### src/rtl/instr_encoder_if.sv
`default_nettype none
// ============================================================================
//  Module      : instr_encoder_if
//  Description : Bundle of all non-clock/reset signals of instr_encoder.
//                The request side (start, in_*) is driven by the master; the
//                instruction-memory write port and status outputs are driven
//                by the slave, which is the encoder itself.
//  Signals     : start       begin a new program image at word address 0
//                in_valid    encode request present
//                in_ready    request accepted when in_valid & in_ready
//                in_op       opcode selector (0..9 legal, 10..15 illegal)
//                in_rs/rt/rd register fields
//                in_imm      16-bit immediate
//                in_target   word address for BEQ / J
//                in_last     final instruction of the image
//                imem_we     instruction-memory write strobe
//                imem_addr   write word address
//                imem_wdata  encoded instruction word
//                busy        encoder in RUN or SEAL
//                done        image complete
//                error       sticky fault flag
//                count       words written in the current image
//  Revision    : 1.0  initial release
// ============================================================================
interface instr_encoder_if;
    logic        start;
    logic        in_valid;
    logic        in_ready;
    logic [3:0]  in_op;
    logic [4:0]  in_rs;
    logic [4:0]  in_rt;
    logic [4:0]  in_rd;
    logic [15:0] in_imm;
    logic [7:0]  in_target;
    logic        in_last;
    logic        imem_we;
    logic [7:0]  imem_addr;
    logic [31:0] imem_wdata;
    logic        busy;
    logic        done;
    logic        error;
    logic [8:0]  count;

    // Request source (e.g. a program loader or a testbench).
    modport master (
        output start, in_valid, in_op, in_rs, in_rt, in_rd,
               in_imm, in_target, in_last,
        input  in_ready, imem_we, imem_addr, imem_wdata,
               busy, done, error, count
    );

    // The encoder.
    modport slave (
        input  start, in_valid, in_op, in_rs, in_rt, in_rd,
               in_imm, in_target, in_last,
        output in_ready, imem_we, imem_addr, imem_wdata,
               busy, done, error, count
    );
endinterface
`default_nettype wire

### src/rtl/instr_encoder.sv
`default_nettype none
// ============================================================================
//  Module      : instr_encoder
//  Description : Streams encode requests into 32-bit MIPS-style instruction
//                words and writes them to consecutive word addresses of an
//                instruction memory, one word per cycle.  Each image is
//                terminated by a jump-to-self "seal" word.  Illegal opcodes
//                write a zero word and raise the sticky error flag; running
//                out of address space forces an early seal at address 255.
//  Ports       : clk    rising-edge system clock
//                reset  synchronous active-high reset
//                bus    instr_encoder_if.slave (request handshake, memory
//                       write port and status outputs)
//  Revision    : 1.0  initial release
// ============================================================================
module instr_encoder (
    input wire       clk,
    input wire       reset,
    instr_encoder_if.slave bus
);

    // ------------------------------------------------------------------------
    // Opcode selector values on in_op
    // ------------------------------------------------------------------------
    localparam logic [3:0] c_OP_ADDU  = 4'd0;
    localparam logic [3:0] c_OP_SUBU  = 4'd1;
    localparam logic [3:0] c_OP_AND   = 4'd2;
    localparam logic [3:0] c_OP_OR    = 4'd3;
    localparam logic [3:0] c_OP_SLTU  = 4'd4;
    localparam logic [3:0] c_OP_LW    = 4'd5;
    localparam logic [3:0] c_OP_SW    = 4'd6;
    localparam logic [3:0] c_OP_BEQ   = 4'd7;
    localparam logic [3:0] c_OP_ADDIU = 4'd8;
    localparam logic [3:0] c_OP_J     = 4'd9;

    // ------------------------------------------------------------------------
    // Instruction field encodings
    // ------------------------------------------------------------------------
    localparam logic [5:0] c_MOP_RTYPE = 6'b000000;
    localparam logic [5:0] c_MOP_LW    = 6'b100011;
    localparam logic [5:0] c_MOP_SW    = 6'b101011;
    localparam logic [5:0] c_MOP_ADDIU = 6'b001001;
    localparam logic [5:0] c_MOP_BEQ   = 6'b000100;
    localparam logic [5:0] c_MOP_J     = 6'b000010;

    localparam logic [5:0] c_FN_ADDU   = 6'b100001;
    localparam logic [5:0] c_FN_SUBU   = 6'b100011;
    localparam logic [5:0] c_FN_AND    = 6'b100100;
    localparam logic [5:0] c_FN_OR     = 6'b100101;
    localparam logic [5:0] c_FN_SLTU   = 6'b101011;

    // Highest writable word address; reaching it without in_last forces
    // the seal word to occupy it.
    localparam logic [8:0] c_PC_LIMIT  = 9'd255;

    // ------------------------------------------------------------------------
    // Control state
    // ------------------------------------------------------------------------
    typedef enum logic [1:0] {
        S_IDLE = 2'd0,
        S_RUN  = 2'd1,
        S_SEAL = 2'd2,
        S_DONE = 2'd3
    } state_t;

    state_t      r_state;
    logic [8:0]  r_pc;        // next write address
    logic [8:0]  r_count;     // words written in this image (up to 256)
    logic        r_we;
    logic [7:0]  r_addr;
    logic [31:0] r_wdata;
    logic        r_busy;
    logic        r_done;
    logic        r_error;

    logic        w_ready;
    logic        w_accept;
    logic [9:0]  w_off10;     // BEQ word offset, 10-bit two's complement
    logic [31:0] w_word;
    logic        w_illegal;

    // Requests are only taken while running with address space left.  The
    // cycle in which start is sampled is always IDLE or DONE, so a request
    // can never be accepted together with start.
    assign w_ready  = (r_state == S_RUN) && (r_pc < c_PC_LIMIT);
    assign w_accept = w_ready && bus.in_valid;

    // Branch offset is relative to the word after the branch.  With target
    // and pc both in 0..255 the result lies in -256..255, which 10 bits hold.
    assign w_off10  = {2'b00, bus.in_target} - {1'b0, r_pc} - 10'd1;

    // ------------------------------------------------------------------------
    // Instruction encoder
    // ------------------------------------------------------------------------
    always_comb begin
        w_word    = 32'h0000_0000;
        w_illegal = 1'b0;
        case (bus.in_op)
            c_OP_ADDU:  w_word = {c_MOP_RTYPE, bus.in_rs, bus.in_rt, bus.in_rd,
                                  5'b00000, c_FN_ADDU};
            c_OP_SUBU:  w_word = {c_MOP_RTYPE, bus.in_rs, bus.in_rt, bus.in_rd,
                                  5'b00000, c_FN_SUBU};
            c_OP_AND:   w_word = {c_MOP_RTYPE, bus.in_rs, bus.in_rt, bus.in_rd,
                                  5'b00000, c_FN_AND};
            c_OP_OR:    w_word = {c_MOP_RTYPE, bus.in_rs, bus.in_rt, bus.in_rd,
                                  5'b00000, c_FN_OR};
            c_OP_SLTU:  w_word = {c_MOP_RTYPE, bus.in_rs, bus.in_rt, bus.in_rd,
                                  5'b00000, c_FN_SLTU};
            c_OP_LW:    w_word = {c_MOP_LW,    bus.in_rs, bus.in_rt, bus.in_imm};
            c_OP_SW:    w_word = {c_MOP_SW,    bus.in_rs, bus.in_rt, bus.in_imm};
            c_OP_ADDIU: w_word = {c_MOP_ADDIU, bus.in_rs, bus.in_rt, bus.in_imm};
            c_OP_BEQ:   w_word = {c_MOP_BEQ,   bus.in_rs, bus.in_rt,
                                  {6{w_off10[9]}}, w_off10};
            c_OP_J:     w_word = {c_MOP_J, 18'b0, bus.in_target};
            default: begin
                // Illegal opcodes still occupy a word so that addresses of
                // later instructions are unaffected.
                w_word    = 32'h0000_0000;
                w_illegal = 1'b1;
            end
        endcase
    end

    // ------------------------------------------------------------------------
    // Sequencer and registered memory-write port
    // ------------------------------------------------------------------------
    always_ff @(posedge clk) begin
        if (reset) begin
            // Dropping r_we here also discards any write registered on the
            // previous edge.
            r_state <= S_IDLE;
            r_pc    <= 9'd0;
            r_count <= 9'd0;
            r_we    <= 1'b0;
            r_addr  <= 8'd0;
            r_wdata <= 32'h0000_0000;
            r_busy  <= 1'b0;
            r_done  <= 1'b0;
            r_error <= 1'b0;
        end else begin
            // Strobe is a single-cycle pulse; address/data hold otherwise.
            r_we <= 1'b0;

            case (r_state)
                S_IDLE, S_DONE: begin
                    if (bus.start) begin
                        r_state <= S_RUN;
                        r_pc    <= 9'd0;
                        r_count <= 9'd0;
                        r_error <= 1'b0;
                        r_done  <= 1'b0;
                        r_busy  <= 1'b1;
                    end
                end

                S_RUN: begin
                    if (w_accept) begin
                        r_we    <= 1'b1;
                        r_addr  <= r_pc[7:0];
                        r_wdata <= w_word;
                        r_pc    <= r_pc + 9'd1;
                        r_count <= r_count + 9'd1;
                        if (w_illegal) begin
                            r_error <= 1'b1;
                        end
                        if (bus.in_last) begin
                            r_state <= S_SEAL;
                        end
                    end else if (r_pc == c_PC_LIMIT) begin
                        // Out of space before in_last: seal at the top word.
                        r_error <= 1'b1;
                        r_state <= S_SEAL;
                    end
                end

                S_SEAL: begin
                    // Jump-to-self so a runaway fetch parks at the image end.
                    r_we    <= 1'b1;
                    r_addr  <= r_pc[7:0];
                    r_wdata <= {c_MOP_J, 18'b0, r_pc[7:0]};
                    r_count <= r_count + 9'd1;
                    r_state <= S_DONE;
                    r_busy  <= 1'b0;
                    r_done  <= 1'b1;
                end

                default: begin
                    r_state <= S_IDLE;
                    r_busy  <= 1'b0;
                    r_done  <= 1'b0;
                end
            endcase
        end
    end

    // ------------------------------------------------------------------------
    // Outputs
    // ------------------------------------------------------------------------
    assign bus.in_ready   = w_ready;
    assign bus.imem_we    = r_we;
    assign bus.imem_addr  = r_addr;
    assign bus.imem_wdata = r_wdata;
    assign bus.busy       = r_busy;
    assign bus.done       = r_done;
    assign bus.error      = r_error;
    assign bus.count      = r_count;

endmodule
`default_nettype wire

### src/flat_wrapper.sv
// flat-port wrapper written by rule: the top's interface ports become plain ports
module instr_encoder_flat 
  (clk, reset, bus_start, bus_in_valid, bus_in_op, bus_in_rs, bus_in_rt, bus_in_rd, bus_in_imm, bus_in_target, bus_in_last, bus_in_ready, bus_imem_we, bus_imem_addr, bus_imem_wdata, bus_busy, bus_done, bus_error, bus_count);
  instr_encoder_if bus_i ();
  input wire clk;
  input wire reset;
  input wire logic [$bits(bus_i.start)-1:0] bus_start;
  input wire logic [$bits(bus_i.in_valid)-1:0] bus_in_valid;
  input wire logic [$bits(bus_i.in_op)-1:0] bus_in_op;
  input wire logic [$bits(bus_i.in_rs)-1:0] bus_in_rs;
  input wire logic [$bits(bus_i.in_rt)-1:0] bus_in_rt;
  input wire logic [$bits(bus_i.in_rd)-1:0] bus_in_rd;
  input wire logic [$bits(bus_i.in_imm)-1:0] bus_in_imm;
  input wire logic [$bits(bus_i.in_target)-1:0] bus_in_target;
  input wire logic [$bits(bus_i.in_last)-1:0] bus_in_last;
  output wire logic [$bits(bus_i.in_ready)-1:0] bus_in_ready;
  output wire logic [$bits(bus_i.imem_we)-1:0] bus_imem_we;
  output wire logic [$bits(bus_i.imem_addr)-1:0] bus_imem_addr;
  output wire logic [$bits(bus_i.imem_wdata)-1:0] bus_imem_wdata;
  output wire logic [$bits(bus_i.busy)-1:0] bus_busy;
  output wire logic [$bits(bus_i.done)-1:0] bus_done;
  output wire logic [$bits(bus_i.error)-1:0] bus_error;
  output wire logic [$bits(bus_i.count)-1:0] bus_count;
  assign bus_i.start = bus_start;
  assign bus_i.in_valid = bus_in_valid;
  assign bus_i.in_op = bus_in_op;
  assign bus_i.in_rs = bus_in_rs;
  assign bus_i.in_rt = bus_in_rt;
  assign bus_i.in_rd = bus_in_rd;
  assign bus_i.in_imm = bus_in_imm;
  assign bus_i.in_target = bus_in_target;
  assign bus_i.in_last = bus_in_last;
  assign bus_in_ready = bus_i.in_ready;
  assign bus_imem_we = bus_i.imem_we;
  assign bus_imem_addr = bus_i.imem_addr;
  assign bus_imem_wdata = bus_i.imem_wdata;
  assign bus_busy = bus_i.busy;
  assign bus_done = bus_i.done;
  assign bus_error = bus_i.error;
  assign bus_count = bus_i.count;
  instr_encoder u_core (.clk(clk), .reset(reset), .bus(bus_i));
endmodule
### config.mk
export PLATFORM = sky130hd
export DESIGN_NAME = instr_encoder_flat
export DESIGN_NICKNAME = d
export VERILOG_FILES = /design/src/rtl/instr_encoder_if.sv /design/src/rtl/instr_encoder.sv /design/src/flat_wrapper.sv
export SDC_FILE = /design/constraint.sdc
export NUM_CORES = 1
export LEC_CHECK = 0
export ABC_AREA = 1
export BUFFER_PORTS_ARGS = -buffer_cell sky130_fd_sc_hd__buf_2
export CORE_ASPECT_RATIO = 0.6
export CORE_MARGIN = 2
export CORE_UTILIZATION = 29
export CTS_BUF_LIST = sky130_fd_sc_hd__clkbuf_8
export CTS_CLUSTER_SIZE = 12
export DETAILED_ROUTE_END_ITERATION = 10
export PLACE_DENSITY = 0.46
export SYNTH_ARGS = -nofsm -noshare
export SYNTH_HDL_FRONTEND = slang
export SYNTH_SLANG_ARGS = --single-unit
export TNS_END_PERCENT = 10
### constraint.sdc
create_clock -name clk -period 2.4 [get_ports clk]
set_input_delay 0.72 -clock clk [delete_from_list [all_inputs] [get_ports clk]]
set_output_delay 0.72 -clock clk [all_outputs]
set_load 0.01 [all_outputs]
# --- Yosys cells after proc, flatten, opt, wreduce, memory -nomap -nowiden ---
# Index checks and enable logic that the tools add are counted.
# W data, S select, Z words.
op_classes:
  n_shift: 0
  bitwise_logic: 0
  mux: 25
  n_eq_ne: 18
  n_mul: 0
  div: 0
  reduce_logical: 15
  add_sub_neg: 4
  order_cmp: 1
op_table:
  columns: ["operator", "count"]
  rows:
  - ["$pmux W32 S10", 1]
  - ["$pmux W32 S2", 1]
  - ["$mux W32", 1]
  - ["$mux W9", 3]
  - ["$pmux W9 S3", 1]
  - ["$add A9 B1 Y9 const B", 2]
  - ["$pmux W9 S2", 1]
  - ["$eq A4 B3 Y1 const B", 4]
  - ["$pmux W8 S2", 1]
  - ["$reduce_or A10 Y1", 1]
  - ["$sub A10 B1 Y10 const B", 1]
  - ["$sub A8 B9 Y10", 1]
  - ["$eq A9 B8 Y1 const B", 1]
  - ["$lt A9 B8 Y1 const B", 1]
  - ["$eq A4 B2 Y1 const B", 2]
  - ["$eq A4 B4 Y1 const B", 2]
  - ["$mux W2", 4]
  - ["$mux W8", 1]
  - ["$pmux W1 S2", 4]
  - ["$mux W1", 6]
  - ["$ne A3 B3 Y1 const B", 2]
  - ["$pmux W2 S3", 1]
  - ["$reduce_and A2 Y1", 3]
  - ["$reduce_and A3 Y1", 2]
  - ["other kinds (12)", 16]
word_totals:
  out_inout_bits: 54
  rom_bits: 0
  input_bits: 48
  word_cells: 72
  memories: 0
  latchBits: 0
  ram_bits: 0
  register_bits: 64

# --- Depth between registers and ports, before layout ---
# Gate-level depths: netlist of the first run.
logic_depth:
  ltp_word: 5
  depth_mapped: 14

# --- Worst setup path after synthesis of the first run ---
# Ideal clock, no wire load.
synth_timing:
  kind: "input port to flip-flop"
  from: "input port bus_in_target[0]"
  to: "register u_core.r_wdata[4], in the netlist u_core.bus.imem_wdata[4]"
  cell_stages: 10
  slack_ps: 417
  required_time_ps: 2290
  path_buffers: 0
  t_arrival_ps: 1873
  setup_ps: 110
  path_cell_list: "ha_1 > fa_1 > nand3_1 > nand3_1 > nand3_1 > nand3_1 > nand3_1 > nand3_1 > nand2_1 > inv_1"
synth_between:
  elab_chain_len: 5
synth_rtl:
  columns: ["element", "line_no", "rtl"]
  rows:
  - ["from (decl)", "flat_wrapper.sv:14", "input wire logic [$bits(bus_i.in_target)-1:0] bus_in_target;"]
  - ["$sub A8 B9 Y10", "instr_encoder.sv:90", "assign w_off10 = {2'b00, bus.in_target} - {1'b0, r_pc} - 10'd1;"]
  - ["$sub A10 B1 Y10", "instr_encoder.sv:90", null]
  - ["$pmux W32 S10", "instr_encoder.sv:98", "case (bus.in_op)"]
  - ["$mux W32", "instr_encoder.sv:157", "if (w_accept) begin"]
  - ["$pmux W32 S2", "instr_encoder.sv:144", "case (r_state)"]
  - ["to (signal assigned)", "instr_encoder.sv:160", "r_wdata <= w_word;"]
  - ["to (signal assigned)", "instr_encoder.sv:180", "r_wdata <= {c_MOP_J, 18'b0, r_pc[7:0]};"]
  - ["to (decl)", "instr_encoder.sv:71", "logic [31:0] r_wdata;"]
# Every way passes these cells. The select of a mux whose other input is x is not followed.
# A chain may end at the register's enable or synchronous reset.

# --- Worst setup path after layout of the first run ---
layout_timing:
  from: "register u_core.r_state[1]"
  to: "output port bus_in_ready"
layout_between:
  elab_chain_len: 2
layout_rtl:
  columns: ["element", "line_no", "rtl"]
  rows:
  - ["from (decl)", "instr_encoder.sv:66", "state_t r_state;"]
  - ["from (signal assigned)", "instr_encoder.sv:131", "r_state <= S_IDLE;"]
  - ["from (signal assigned)", "instr_encoder.sv:147", "r_state <= S_RUN;"]
  - ["from (signal assigned)", "instr_encoder.sv:167", "r_state <= S_SEAL;"]
  - ["$eq A2 B1 Y1", "instr_encoder.sv:85", "assign w_ready = (r_state == S_RUN) && (r_pc < c_PC_LIMIT);"]
  - ["$logic_and A1 B1 Y1", "instr_encoder.sv:85", null]
  - ["to (decl)", "flat_wrapper.sv:16", "output wire logic [$bits(bus_i.in_ready)-1:0] bus_in_ready;"]
# Every way passes these cells.

==> run_summary.xml, run 1 <==
<?xml version="1.0" encoding="UTF-8"?>
<metrics>
  <group name="status">
    <metric name="status" unit="">finished, final reports clean</metric>
  </group>
  <group name="die">
    <metric name="start_util" unit="%">30.3</metric>
    <metric name="chipWidth" unit="um">150</metric>
    <metric name="die_h" unit="um">91.7</metric>
    <metric name="fp.dieArea" unit="sq um">13800</metric>
    <metric name="core.rowCount" unit="">31</metric>
    <metric name="placeableCoreArea" unit="sq um">12300</metric>
    <metric name="ios" unit="">102</metric>
  </group>
  <group name="synthesis">
    <metric name="syn-num-nets" unit="">637</metric>
    <metric name="dominantRegCellSynth" unit="">sky130_fd_sc_hd__dfxtp_1</metric>
    <metric name="post-synth-top-area-cell" unit="">sky130_fd_sc_hd__dfxtp_1</metric>
    <metric name="count_of_distinct_cell_types_in_the_synthesized_netlist" unit="">31</metric>
    <metric name="ys_seq_elements" unit="">63</metric>
    <metric name="syn_inst" unit="">574</metric>
    <metric name="synth_edf_count" unit="">0</metric>
    <metric name="netlist_top_cells_area" unit="">sky130_fd_sc_hd__dfxtp_1 34%, sky130_fd_sc_hd__nand2_1 17%, sky130_fd_sc_hd__nand3_1 8.5%</metric>
    <metric name="synthArstFlopShare" unit="%">0</metric>
    <metric name="synth_area" unit="sq um">3710</metric>
    <metric name="synth_common_cells" unit="">172 x sky130_fd_sc_hd__nand2_1, 63 x sky130_fd_sc_hd__dfxtp_1, 63 x sky130_fd_sc_hd__nand3_1, 57 x sky130_fd_sc_hd__a21oi_1, 57 x sky130_fd_sc_hd__nor2_1</metric>
    <metric name="postSynthAreaPerCell" unit="sq um">6.47</metric>
    <metric name="synth-seq-area-share" unit="%">34.0</metric>
    <metric name="share_of_the_synthesized_area_in_the_top_cell_type" unit="%">34.0</metric>
    <metric name="synth.yosys.warnings" unit="">0</metric>
    <metric name="yosys.cell_count.top_type" unit="">sky130_fd_sc_hd__nand2_1</metric>
  </group>
  <group name="grt">
    <metric name="antenna_found_initial" unit="">0</metric>
    <metric name="gr-usage-all-layers" unit="%">18.7</metric>
    <metric name="grt_first_pass_wirelength" unit="um">19800</metric>
    <metric name="grt_start_max_net_pins" unit="">43</metric>
    <metric name="grt-ovfl-total" unit="">0</metric>
    <metric name="via_count_of_the_first_global_routing_pass" unit="">3739</metric>
  </group>
  <group name="route">
    <metric name="vias_per_cell" unit="">4.74</metric>
    <metric name="detail_route.wirelength" unit="um">12600</metric>
    <metric name="drc" unit="">0</metric>
    <metric name="vias" unit="">4056</metric>
    <metric name="detail_route.iter0.violations" unit="">273</metric>
    <metric name="wl_per_cell" unit="um">14.7</metric>
    <metric name="drt_first_pass_iters" unit="">5</metric>
    <metric name="antenna_violating_nets_post_route" unit="">0</metric>
  </group>
  <group name="clock_tree">
    <metric name="tritoncts_clock_tree" unit="">yes</metric>
    <metric name="cts_buffer_depth" unit="">2</metric>
    <metric name="clkSlewWorstSetupHoldPaths" unit="ns">0.07</metric>
    <metric name="cts_sinks" unit="">63</metric>
    <metric name="post_cts_resized" unit="">0</metric>
    <metric name="ctsRootBufferMaster" unit="">sky130_fd_sc_hd__clkbuf_8</metric>
    <metric name="cts.hold.buffers_added" unit="">0</metric>
    <metric name="h_tree_levels" unit="">3</metric>
    <metric name="post_cts_buffers" unit="">0</metric>
    <metric name="cts_inserted_buffers" unit="">9</metric>
    <metric name="clock_insertion_delay_worst_skew" unit="ns">0.36</metric>
  </group>
  <group name="placement">
    <metric name="hpwl" unit="um">9800</metric>
    <metric name="replace_congestion" unit="">0.890</metric>
    <metric name="placed_area" unit="sq um">4470</metric>
    <metric name="dp.cells" unit="">840</metric>
    <metric name="place.port_buffers" unit="">100</metric>
  </group>
  <group name="hold_path">
    <metric name="holdCritPathClass" unit="">flip-flop to flip-flop</metric>
  </group>
  <group name="sta">
    <metric name="hold-worst-slack" unit="ns">0.464</metric>
    <metric name="final-hold-violation-count" unit="">0</metric>
    <metric name="tightest_slew" unit="ns">0.656</metric>
    <metric name="worst_slew_margin_rel" unit="%">56.2</metric>
    <metric name="setup_total_negative_slack" unit="ns">0</metric>
    <metric name="max_clock_freq" unit="MHz">456</metric>
    <metric name="drv_slew" unit="">0</metric>
    <metric name="final_period_minus_worst_setup_slack" unit="ns">2.19</metric>
    <metric name="post-route-period-util" unit="%">91.3</metric>
    <metric name="final_setup_vio_count" unit="">0</metric>
    <metric name="final.setup_skew" unit="ns">0.00907</metric>
    <metric name="setup_repair_after_global_routing_missed_its_margin" unit="">false</metric>
  </group>
  <group name="final_layout">
    <metric name="finalNonFillerCells" unit="">856</metric>
    <metric name="final_area" unit="sq um">4670</metric>
    <metric name="fillers" unit="">1377</metric>
    <metric name="drive_gt1_share" unit="%">22.4</metric>
    <metric name="syn_to_final_growth" unit="%">25.8</metric>
    <metric name="antennaDiodeCount" unit="">0</metric>
    <metric name="layout.nets" unit="">749</metric>
    <metric name="area_of_the_multi_input_gates" unit="sq um">2100</metric>
    <metric name="regArea" unit="sq um">1260</metric>
  </group>
  <group name="power_and_ir_drop">
    <metric name="static_leakage" unit="nW">2.29</metric>
    <metric name="pwr-share-clk" unit="%">24.3</metric>
    <metric name="vdd_drop_max" unit="uV">387</metric>
    <metric name="pwr_density_cell" unit="nW/um^2">856</metric>
    <metric name="p_total" unit="W">0.00400</metric>
    <metric name="total_switching_power" unit="W">0.00170</metric>
    <metric name="swShare" unit="%">42.6</metric>
    <metric name="pwr-share-comb" unit="%">41.9</metric>
    <metric name="cell_internal_pwr" unit="W">0.00230</metric>
    <metric name="seq_power_share" unit="%">33.9</metric>
  </group>
  <group name="setup_path">
    <metric name="criticalPathCategory" unit="">flip-flop to output pin</metric>
    <metric name="worst-endpoint-arrival" unit="ns">1.47</metric>
    <metric name="cp-start-kind" unit="">flip-flop</metric>
    <metric name="end_kind" unit="">output pin</metric>
    <metric name="critical_path_required" unit="ns">1.68</metric>
    <metric name="critPathMaxFanout" unit="">7</metric>
  </group>
  <group name="run">
    <metric name="maxCapViolations" unit="">0</metric>
  </group>
</metrics>
worst max-delay path, cell delays in order (launching register included):
cell and delay [ns]:
sky130_fd_sc_hd__dfxtp_1 0.34, sky130_fd_sc_hd__inv_1 0.08, sky130_fd_sc_hd__ha_1 0.37, sky130_fd_sc_hd__nand3_1 0.14
sky130_fd_sc_hd__inv_1 0.07, sky130_fd_sc_hd__buf_2 0.12
metrics by stage:
step                      worst slack (ns)  util [%]
after detailed placement            0.0282      36.5
after floorplan                      0.417         -
after global placement              0.0208      36.5
after global routing                0.0731      38.1
final                                0.208      38.1
after CTS                            0.184      38.1
cells in the final DEF, fill, tap and decap left out, types with 4 or more instances in the layout:
master,Yosys,final
sky130_fd_sc_hd__nor3_1,6,6
sky130_fd_sc_hd__inv_2,4,4
sky130_fd_sc_hd__nor2_1,57,57
sky130_fd_sc_hd__buf_2,8,100
sky130_fd_sc_hd__clkbuf_8,0,10
sky130_fd_sc_hd__dfxtp_1,63,63
sky130_fd_sc_hd__nand3_1,63,63
sky130_fd_sc_hd__nand2_1,172,172
sky130_fd_sc_hd__inv_1,55,55
sky130_fd_sc_hd__nand4_1,9,9
sky130_fd_sc_hd__buf_4,3,23
sky130_fd_sc_hd__ha_1,14,14
sky130_fd_sc_hd__o21ai_0,18,18
sky130_fd_sc_hd__xor2_1,10,10
sky130_fd_sc_hd__a21oi_1,57,57
flip-flops by register name (all words and copies together), names as in the netlist:
register               count
u_core.bus.imem_wdata     31
u_core.bus.count           9
u_core.r_pc                9
u_core.bus.imem_addr       8
u_core.r_state             2
u_core.bus.busy            1
u_core.bus.done            1
u_core.bus.error           1
u_core.bus.imem_we         1
final timing paths:
kind | start | end | slack [ns] | cells after the start
worst max-delay path | u_core.r_state[1] | bus_in_ready | 0.21 | 5
worst min-delay path | u_core.bus.imem_wdata[17] | u_core.bus.imem_wdata[17] | 0.46 | 2
worst max register to register | u_core.r_pc[6] | u_core.bus.imem_wdata[13] | 0.28 | 9
worst min register to register | u_core.bus.imem_wdata[17] | u_core.bus.imem_wdata[17] | 0.46 | 2
layer usage:
layer  track usage (%)  wire, um
met4              4.01       121
met3              5.37      1060
met2              25.4      4740
met5                 0         0
met1              28.5      6660
area by class of cell:
class | count | share of cell area [%]
Sequential cell | 63 | 27.0
Timing Repair Buffer | 123 | 14.4
Clock inverter | 6 | 1.45
Inverter | 61 | 4.95
Clock buffer | 10 | 2.95
Multi-Input combinational cell | 428 | 44.8
Tap cell | 165 | 4.42
cell families (layout without fill, tap and decap cells):
family	after synthesis	count (layout)	share of synthesized area (%)
adder cells (fa/ha/maj)	15	15	5.25
flip-flops	63	63	34.0
buffers and inverters	83	200	9.63
other	1	1	0.101
XOR/XNOR	13	13	3.07
AO/OA/AOI/OAI	79	79	10.9
AND/OR/NAND/NOR	320	320	37.1
power groups by stage:
| stage | combinational, W | clock, W | sequential (W) |
|---|---|---|---|
| finish | 0.00167 | 0.000970 | 0.00136 |
| CTS | 0.00168 | 0.00101 | 0.00135 |
| floorplan | 0.00102 | 0 | 0.00144 |
| detailed placement | 0.00168 | 0 | 0.00138 |
| global route | 0.00189 | 0.00106 | 0.00138 |
| global placement | 0.00167 | 0 | 0.00138 |
Power figures use the tool's default switching activity.
==> run 2: changes to the inputs <==
--- a/config.mk
+++ b/config.mk
@@ -11,9 +11,12 @@
 export CORE_MARGIN = 2
 export CORE_UTILIZATION = 29
 export CTS_BUF_LIST = sky130_fd_sc_hd__clkbuf_8
+export CTS_CLUSTER_DIAMETER = 100
 export CTS_CLUSTER_SIZE = 12
 export DETAILED_ROUTE_END_ITERATION = 10
+export GPL_TIMING_DRIVEN = 0
 export PLACE_DENSITY = 0.46
+export SLEW_MARGIN = 20
 export SYNTH_ARGS = -nofsm -noshare
 export SYNTH_HDL_FRONTEND = slang
 export SYNTH_SLANG_ARGS = --single-unit
==> run 2 against run 1 <==
  * Count of clock-buffer cells in the layout is 1 higher
  * Hold slack worse by 0.0087 ns
  * Sequential share of layout area grew 0.38 points
  * Critical path type unchanged
  * Final area is 1.2% lower
  * Wire length about the same
  * First-iteration DRC count up 21%
==> run_summary.xml, run 2 (synthesis gave the netlist of run 1 again) <==
<?xml version="1.0" encoding="UTF-8"?>
<metrics>
  <group name="sta">
    <metric name="setup_repair_after_global_routing_missed_its_margin" unit="">false</metric>
    <metric name="final-hold-violation-count" unit="">0</metric>
    <metric name="worst_slew_margin_rel" unit="%">46.6</metric>
    <metric name="drv_slew" unit="">0</metric>
    <metric name="final_setup_vio_count" unit="">0</metric>
    <metric name="tightest_slew" unit="ns">0.798</metric>
    <metric name="final.setup_skew" unit="ns">0.0114</metric>
    <metric name="setup_total_negative_slack" unit="ns">0</metric>
    <metric name="max_clock_freq" unit="MHz">469</metric>
    <metric name="final_period_minus_worst_setup_slack" unit="ns">2.13</metric>
    <metric name="post-route-period-util" unit="%">88.8</metric>
  </group>
  <group name="power_and_ir_drop">
    <metric name="vdd_drop_max" unit="uV">379</metric>
    <metric name="pwr-share-clk" unit="%">23.3</metric>
    <metric name="pwr_density_cell" unit="nW/um^2">866</metric>
    <metric name="seq_power_share" unit="%">34.2</metric>
    <metric name="cell_internal_pwr" unit="W">0.00230</metric>
    <metric name="static_leakage" unit="nW">2.25</metric>
    <metric name="swShare" unit="%">42.4</metric>
    <metric name="total_switching_power" unit="W">0.00169</metric>
    <metric name="pwr-share-comb" unit="%">42.5</metric>
  </group>
  <group name="placement">
    <metric name="replace_congestion" unit="">0.830</metric>
    <metric name="place.port_buffers" unit="">99</metric>
    <metric name="placed_area" unit="sq um">4420</metric>
    <metric name="hpwl" unit="um">9890</metric>
  </group>
  <group name="die">
    <metric name="ios" unit="">102</metric>
    <metric name="fp.dieArea" unit="sq um">13800</metric>
    <metric name="placeableCoreArea" unit="sq um">12300</metric>
    <metric name="chipWidth" unit="um">150</metric>
    <metric name="start_util" unit="%">30.3</metric>
    <metric name="core.rowCount" unit="">31</metric>
    <metric name="die_h" unit="um">91.7</metric>
  </group>
  <group name="final_layout">
    <metric name="drive_gt1_share" unit="%">21.1</metric>
    <metric name="final_common_cell" unit="">sky130_fd_sc_hd__nand2_1</metric>
    <metric name="largest_reg_flops" unit="">31</metric>
    <metric name="syn_to_final_growth" unit="%">24.3</metric>
    <metric name="layout.nets" unit="">747</metric>
    <metric name="final_cell_mix" unit="">172 x sky130_fd_sc_hd__nand2_1, 107 x sky130_fd_sc_hd__buf_2, 63 x sky130_fd_sc_hd__nand3_1, 61 x sky130_fd_sc_hd__dfxtp_1</metric>
    <metric name="antennaDiodeCount" unit="">0</metric>
    <metric name="final_area" unit="sq um">4620</metric>
  </group>
  <group name="run">
    <metric name="maxCapViolations" unit="">0</metric>
  </group>
  <group name="route">
    <metric name="drt_first_pass_iters" unit="">4</metric>
    <metric name="drc" unit="">0</metric>
    <metric name="vias_per_cell" unit="">4.65</metric>
    <metric name="vias" unit="">3965</metric>
    <metric name="detail_route.iter0.violations" unit="">330</metric>
    <metric name="wl_per_cell" unit="um">14.7</metric>
    <metric name="detail_route.wirelength" unit="um">12600</metric>
    <metric name="antenna_violating_nets_post_route" unit="">0</metric>
  </group>
  <group name="clock_tree">
    <metric name="clkSlewWorstSetupHoldPaths" unit="ns">0.06</metric>
    <metric name="clock_insertion_delay_worst_skew" unit="ns">0.35</metric>
    <metric name="cts.hold.buffers_added" unit="">0</metric>
    <metric name="ctsRootBufferMaster" unit="">sky130_fd_sc_hd__clkbuf_8</metric>
    <metric name="cts_buffer_depth" unit="">2</metric>
    <metric name="h_tree_levels" unit="">3</metric>
    <metric name="tritoncts_clock_tree" unit="">yes</metric>
    <metric name="cts_inserted_buffers" unit="">9</metric>
    <metric name="cts_sinks" unit="">63</metric>
  </group>
  <group name="setup_path">
    <metric name="timing.reg2reg.worst_path_depth" unit="">9</metric>
    <metric name="cp-start-kind" unit="">flip-flop</metric>
    <metric name="crit-reg2reg-capture" unit="">u_core.bus.imem_wdata[14]</metric>
    <metric name="criticalPathCategory" unit="">flip-flop to output pin</metric>
    <metric name="worst-r2r-setup-slack" unit="ns">0.30</metric>
    <metric name="worst-endpoint-arrival" unit="ns">1.41</metric>
    <metric name="r2r-start" unit="">u_core.r_pc[5]</metric>
    <metric name="critical_path_required" unit="ns">1.68</metric>
    <metric name="critPathMaxFanout" unit="">6</metric>
    <metric name="end_kind" unit="">output pin</metric>
  </group>
  <group name="grt">
    <metric name="grt-ovfl-total" unit="">0</metric>
    <metric name="antenna_found_initial" unit="">0</metric>
    <metric name="grt_first_pass_wirelength" unit="um">19300</metric>
    <metric name="gr-usage-all-layers" unit="%">18.3</metric>
    <metric name="grt_start_max_net_pins" unit="">11</metric>
    <metric name="via_count_of_the_first_global_routing_pass" unit="">3625</metric>
  </group>
  <group name="status">
    <metric name="status" unit="">finished, final reports clean</metric>
  </group>
  <group name="hold_path">
    <metric name="min_delay_path_depth" unit="">2</metric>
    <metric name="holdCritPathClass" unit="">flip-flop to flip-flop</metric>
    <metric name="worst_hold_startpoint" unit="">u_core.bus.error</metric>
    <metric name="hold_end" unit="">u_core.bus.error</metric>
  </group>
</metrics>
## run 2: worst max-delay path, cell delays in order, from the launching register on
cell                      delay [ns]
sky130_fd_sc_hd__dfxtp_1        0.48
sky130_fd_sc_hd__nand2_1        0.15
sky130_fd_sc_hd__nor2_2         0.14
sky130_fd_sc_hd__nand2_2        0.08
sky130_fd_sc_hd__nand3_1        0.07
sky130_fd_sc_hd__inv_1          0.04
sky130_fd_sc_hd__buf_2          0.13
## run 2: final cells by class
class | count | area [sq um]
Buffer | 22 | 126
Fill cell | 1412 | 7640
Multi-Input combinational cell | 428 | 2100
Inverter | 61 | 231
Tap cell | 165 | 206
Sequential cell | 63 | 1260
Timing Repair Buffer | 99 | 495
Clock inverter | 4 | 46.3
Clock buffer | 11 | 151
## run 2: repair_timing
action | 4_1_cts | 5_1_grt
resized for setup | 0 | 2
buffers inserted | 0 | 0
endpoints found under the setup margin | 0 | 2
## run 2: how the worst max path moves through the flow
stage / start / end / slack, ns / depth (start not counted)
2_1_floorplan: bus_in_target[0] / u_core.bus.imem_wdata[4] / 0.42 / 10
3_3_place_gp: bus_in_target[0] / u_core.bus.imem_wdata[4] / 0.05 / 11
3_5_place_dp: bus_in_target[0] / u_core.bus.imem_wdata[4] / 0.05 / 11
4_1_cts: u_core.r_pc[0] / u_core.bus.imem_wdata[4] / 0.19 / 11
5_1_grt: u_core.r_pc[5] / u_core.bus.imem_wdata[8] / 0.05 / 11
6_report: u_core.r_pc[6] / bus_in_ready / 0.27 / 6
## run 2: metrics by stage
stage | std cells | setup WS (ns) | util [%] | hold slack (ns) | power, W
finish | 853 | 0.268 | 37.7 | 0.455 | 0.00400
floorplan | 574 | 0.417 | - | 0.469 | 0.00246
CTS | 853 | 0.193 | 37.6 | 0.457 | 0.00404
detailed placement | 838 | 0.0515 | 36.0 | 0.441 | 0.00308
global placement | 838 | 0.0509 | 36.0 | 0.442 | 0.00306
global route | 853 | 0.0469 | 37.7 | 0.482 | 0.00431
## run 2: power groups by stage
stage               clock, W  combinational, W  sequential, W
finish              0.000932           0.00170        0.00137
CTS                 0.000966           0.00171        0.00136
global placement           0           0.00168        0.00138
floorplan                  0           0.00102        0.00144
detailed placement         0           0.00170        0.00138
global route         0.00102           0.00190        0.00139
## run 2: metal layers
metal  vias to the layer above  part of all wire, %  track usage, %  wire (um)
met4                         0                 0.69            3.46         87
li1                       2061                    -               -          -
met2                       121                   38            24.4       4740
met5                         -                    0               0          0
met3                        11                  8.0            4.88       1000
met1                      1772                   54            28.9       6760
==> run 3: changes to the inputs <==
==> constraint.sdc (replaced) <==
create_clock -name clk -period 2.4 [get_ports clk]
set_input_delay 0.72 -clock clk [delete_from_list [all_inputs] [get_ports clk]]
set_output_delay 0.72 -clock clk [all_outputs]
set_load 0.1 [all_outputs]
==> run 3 against run 2 <==
  * Total power increased by 29%
  * Wire length is essentially flat
  * Global-route usage stayed put
  * Clock skew unchanged
  * Worst setup slack got worse by 0.14 ns
  * Core utilization about the same
  * Final area barely moved
  * Die area is the same
  * Combinational power grew 67%
  * Maximum frequency decreased by 6.0%
  * Largest cell class unchanged
==> run_summary.xml, run 3 (synthesis gave the netlist of run 1 again) <==
<?xml version="1.0" encoding="UTF-8"?>
<metrics>
  <group name="status">
    <metric name="status" unit="">finished, final reports clean</metric>
  </group>
  <group name="hold_path">
    <metric name="holdCritPathClass" unit="">flip-flop to flip-flop</metric>
  </group>
  <group name="setup_path">
    <metric name="path_common_cell" unit="">sky130_fd_sc_hd__inv_1</metric>
    <metric name="end_kind" unit="">output pin</metric>
    <metric name="criticalPathCategory" unit="">flip-flop to output pin</metric>
    <metric name="worst-endpoint-arrival" unit="ns">1.55</metric>
    <metric name="critical_path.cell_chain" unit="">inv_1 &gt; ha_1 &gt; buf_2 &gt; nand3_1 &gt; inv_1 &gt; buf_4</metric>
    <metric name="worst_path_max_delay_cell" unit="">sky130_fd_sc_hd__dfxtp_1</metric>
    <metric name="critPathMaxFanout" unit="">7</metric>
    <metric name="cp-start-kind" unit="">flip-flop</metric>
    <metric name="max_stage_delay" unit="ns">0.33</metric>
    <metric name="critical_path_required" unit="ns">1.68</metric>
  </group>
  <group name="sta">
    <metric name="timing.final.ws_setup" unit="ns">0.132</metric>
    <metric name="final_period_minus_worst_setup_slack" unit="ns">2.27</metric>
    <metric name="max_clock_freq" unit="MHz">441</metric>
    <metric name="tightest_slew" unit="ns">0.798</metric>
    <metric name="drv_slew" unit="">0</metric>
    <metric name="final.setup_skew" unit="ns">0.0114</metric>
    <metric name="worst_slew_margin_rel" unit="%">46.6</metric>
    <metric name="final-hold-violation-count" unit="">0</metric>
    <metric name="final_setup_vio_count" unit="">0</metric>
    <metric name="setup_total_negative_slack" unit="ns">0</metric>
    <metric name="setup_repair_after_global_routing_missed_its_margin" unit="">false</metric>
    <metric name="post-route-period-util" unit="%">94.5</metric>
  </group>
  <group name="route">
    <metric name="detail_route.iter0.violations" unit="">330</metric>
    <metric name="detail_route.wirelength" unit="um">12600</metric>
    <metric name="drt_first_pass_iters" unit="">4</metric>
    <metric name="vias_per_cell" unit="">4.65</metric>
    <metric name="drc" unit="">0</metric>
    <metric name="vias" unit="">3965</metric>
    <metric name="wl_per_cell" unit="um">14.8</metric>
    <metric name="antenna_violating_nets_post_route" unit="">0</metric>
  </group>
  <group name="die">
    <metric name="fp.dieArea" unit="sq um">13800</metric>
    <metric name="start_util" unit="%">30.3</metric>
    <metric name="core.rowCount" unit="">31</metric>
    <metric name="ios" unit="">102</metric>
    <metric name="placeableCoreArea" unit="sq um">12300</metric>
    <metric name="chipWidth" unit="um">150</metric>
    <metric name="die_h" unit="um">91.7</metric>
  </group>
  <group name="power_and_ir_drop">
    <metric name="static_leakage" unit="nW">2.25</metric>
    <metric name="pwr_density_cell" unit="nW/um^2">1110</metric>
    <metric name="vdd_drop_max" unit="uV">1020</metric>
  </group>
  <group name="final_layout">
    <metric name="final_common_cell" unit="">sky130_fd_sc_hd__nand2_1</metric>
    <metric name="antennaDiodeCount" unit="">0</metric>
    <metric name="drive_gt1_share" unit="%">21.1</metric>
    <metric name="final_cell_mix" unit="">172 x sky130_fd_sc_hd__nand2_1, 106 x sky130_fd_sc_hd__buf_2, 63 x sky130_fd_sc_hd__nand3_1, 61 x sky130_fd_sc_hd__dfxtp_1</metric>
    <metric name="area_of_the_multi_input_gates" unit="sq um">2100</metric>
    <metric name="fillers" unit="">1413</metric>
    <metric name="regArea" unit="sq um">1260</metric>
    <metric name="syn_to_final_growth" unit="%">24.4</metric>
    <metric name="largest_reg_flops" unit="">31</metric>
    <metric name="layout.nets" unit="">747</metric>
  </group>
  <group name="clock_tree">
    <metric name="h_tree_levels" unit="">3</metric>
    <metric name="post_cts_buffers" unit="">0</metric>
    <metric name="ctsRootBufferMaster" unit="">sky130_fd_sc_hd__clkbuf_8</metric>
    <metric name="cts.hold.buffers_added" unit="">0</metric>
    <metric name="clkSlewWorstSetupHoldPaths" unit="ns">0.06</metric>
    <metric name="clock_insertion_delay_worst_skew" unit="ns">0.35</metric>
    <metric name="post_cts_resized" unit="">1</metric>
    <metric name="tritoncts_clock_tree" unit="">yes</metric>
    <metric name="cts_sinks" unit="">63</metric>
    <metric name="cts_buffer_depth" unit="">2</metric>
    <metric name="cts_inserted_buffers" unit="">9</metric>
  </group>
  <group name="run">
    <metric name="maxCapViolations" unit="">0</metric>
  </group>
  <group name="grt">
    <metric name="grt-ovfl-total" unit="">0</metric>
    <metric name="gr-usage-all-layers" unit="%">18.3</metric>
    <metric name="grt_first_pass_wirelength" unit="um">19300</metric>
    <metric name="via_count_of_the_first_global_routing_pass" unit="">3625</metric>
    <metric name="antenna_found_initial" unit="">0</metric>
    <metric name="grt_start_max_net_pins" unit="">11</metric>
  </group>
  <group name="placement">
    <metric name="hpwl" unit="um">9890</metric>
    <metric name="place.port_buffers" unit="">99</metric>
    <metric name="replace_congestion" unit="">0.830</metric>
    <metric name="place_ws" unit="ns">0.0515</metric>
  </group>
</metrics>
run 3: routing by layer:
layer / track usage (%) / wire length (um) / part of all wire (%) / vias to the layer above
met2: 24.4 / 4740 / 38 / 121
met3: 4.88 / 1000 / 8.0 / 11
met1: 28.9 / 6760 / 54 / 1772
met5: 0 / 0 / 0 / -
met4: 3.46 / 87 / 0.69 / 0
li1: - / - / - / 2061
run 3: metrics by stage:
| stage | instances | util (%) | total power (W) | hold WS, ns | instance area [sq um] |
|---|---|---|---|---|---|
| floorplan | 574 | - | 0.00359 | 0.472 | 3710 |
| global placement | 838 | 36.0 | 0.00420 | 0.442 | 4420 |
| detailed placement | 838 | 36.0 | 0.00422 | 0.441 | 4420 |
| CTS | 853 | 37.7 | 0.00518 | 0.457 | 4620 |
| global route | 853 | 37.7 | 0.00545 | 0.482 | 4620 |
| finish | 853 | 37.7 | 0.00514 | 0.455 | 4620 |
run 3: worst paths after layout:
check | end | cells past startpoint | slack, ns | startpoint
max | bus_in_ready | 6 | 0.13 | u_core.r_state[1]
max reg2reg | u_core.bus.imem_wdata[14] | 9 | 0.30 | u_core.r_pc[5]
min reg2reg | u_core.bus.error | 2 | 0.46 | u_core.bus.error
min | u_core.bus.error | 2 | 0.46 | u_core.bus.error
run 3: report_power, final:
group	leakage (nW)	switching, W	internal [W]
combinational	1.64	0.00230	0.000542
sequential	0.513	0.000127	0.00124
clock	0.103	0.000407	0.000525
run 3: critical path, delay by kind of cell, from the launching register on:
family / cells / cell delay [ns]
buffers and inverters: 4 / 0.64
adders and majority gates: 1 / 0.14
DFF: 1 / 0.33
and+or+nand+nor: 1 / 0.10
run 3: cell type report:
type	instances	area share, %
clock inverters	4	1.00
flip-flops and latches	63	27.4
well taps	165	4.47
multi-input cells	428	45.4
clock buffers	11	3.28
repair buffers	99	10.8
inverters	61	5.01
plain buffers	22	2.74
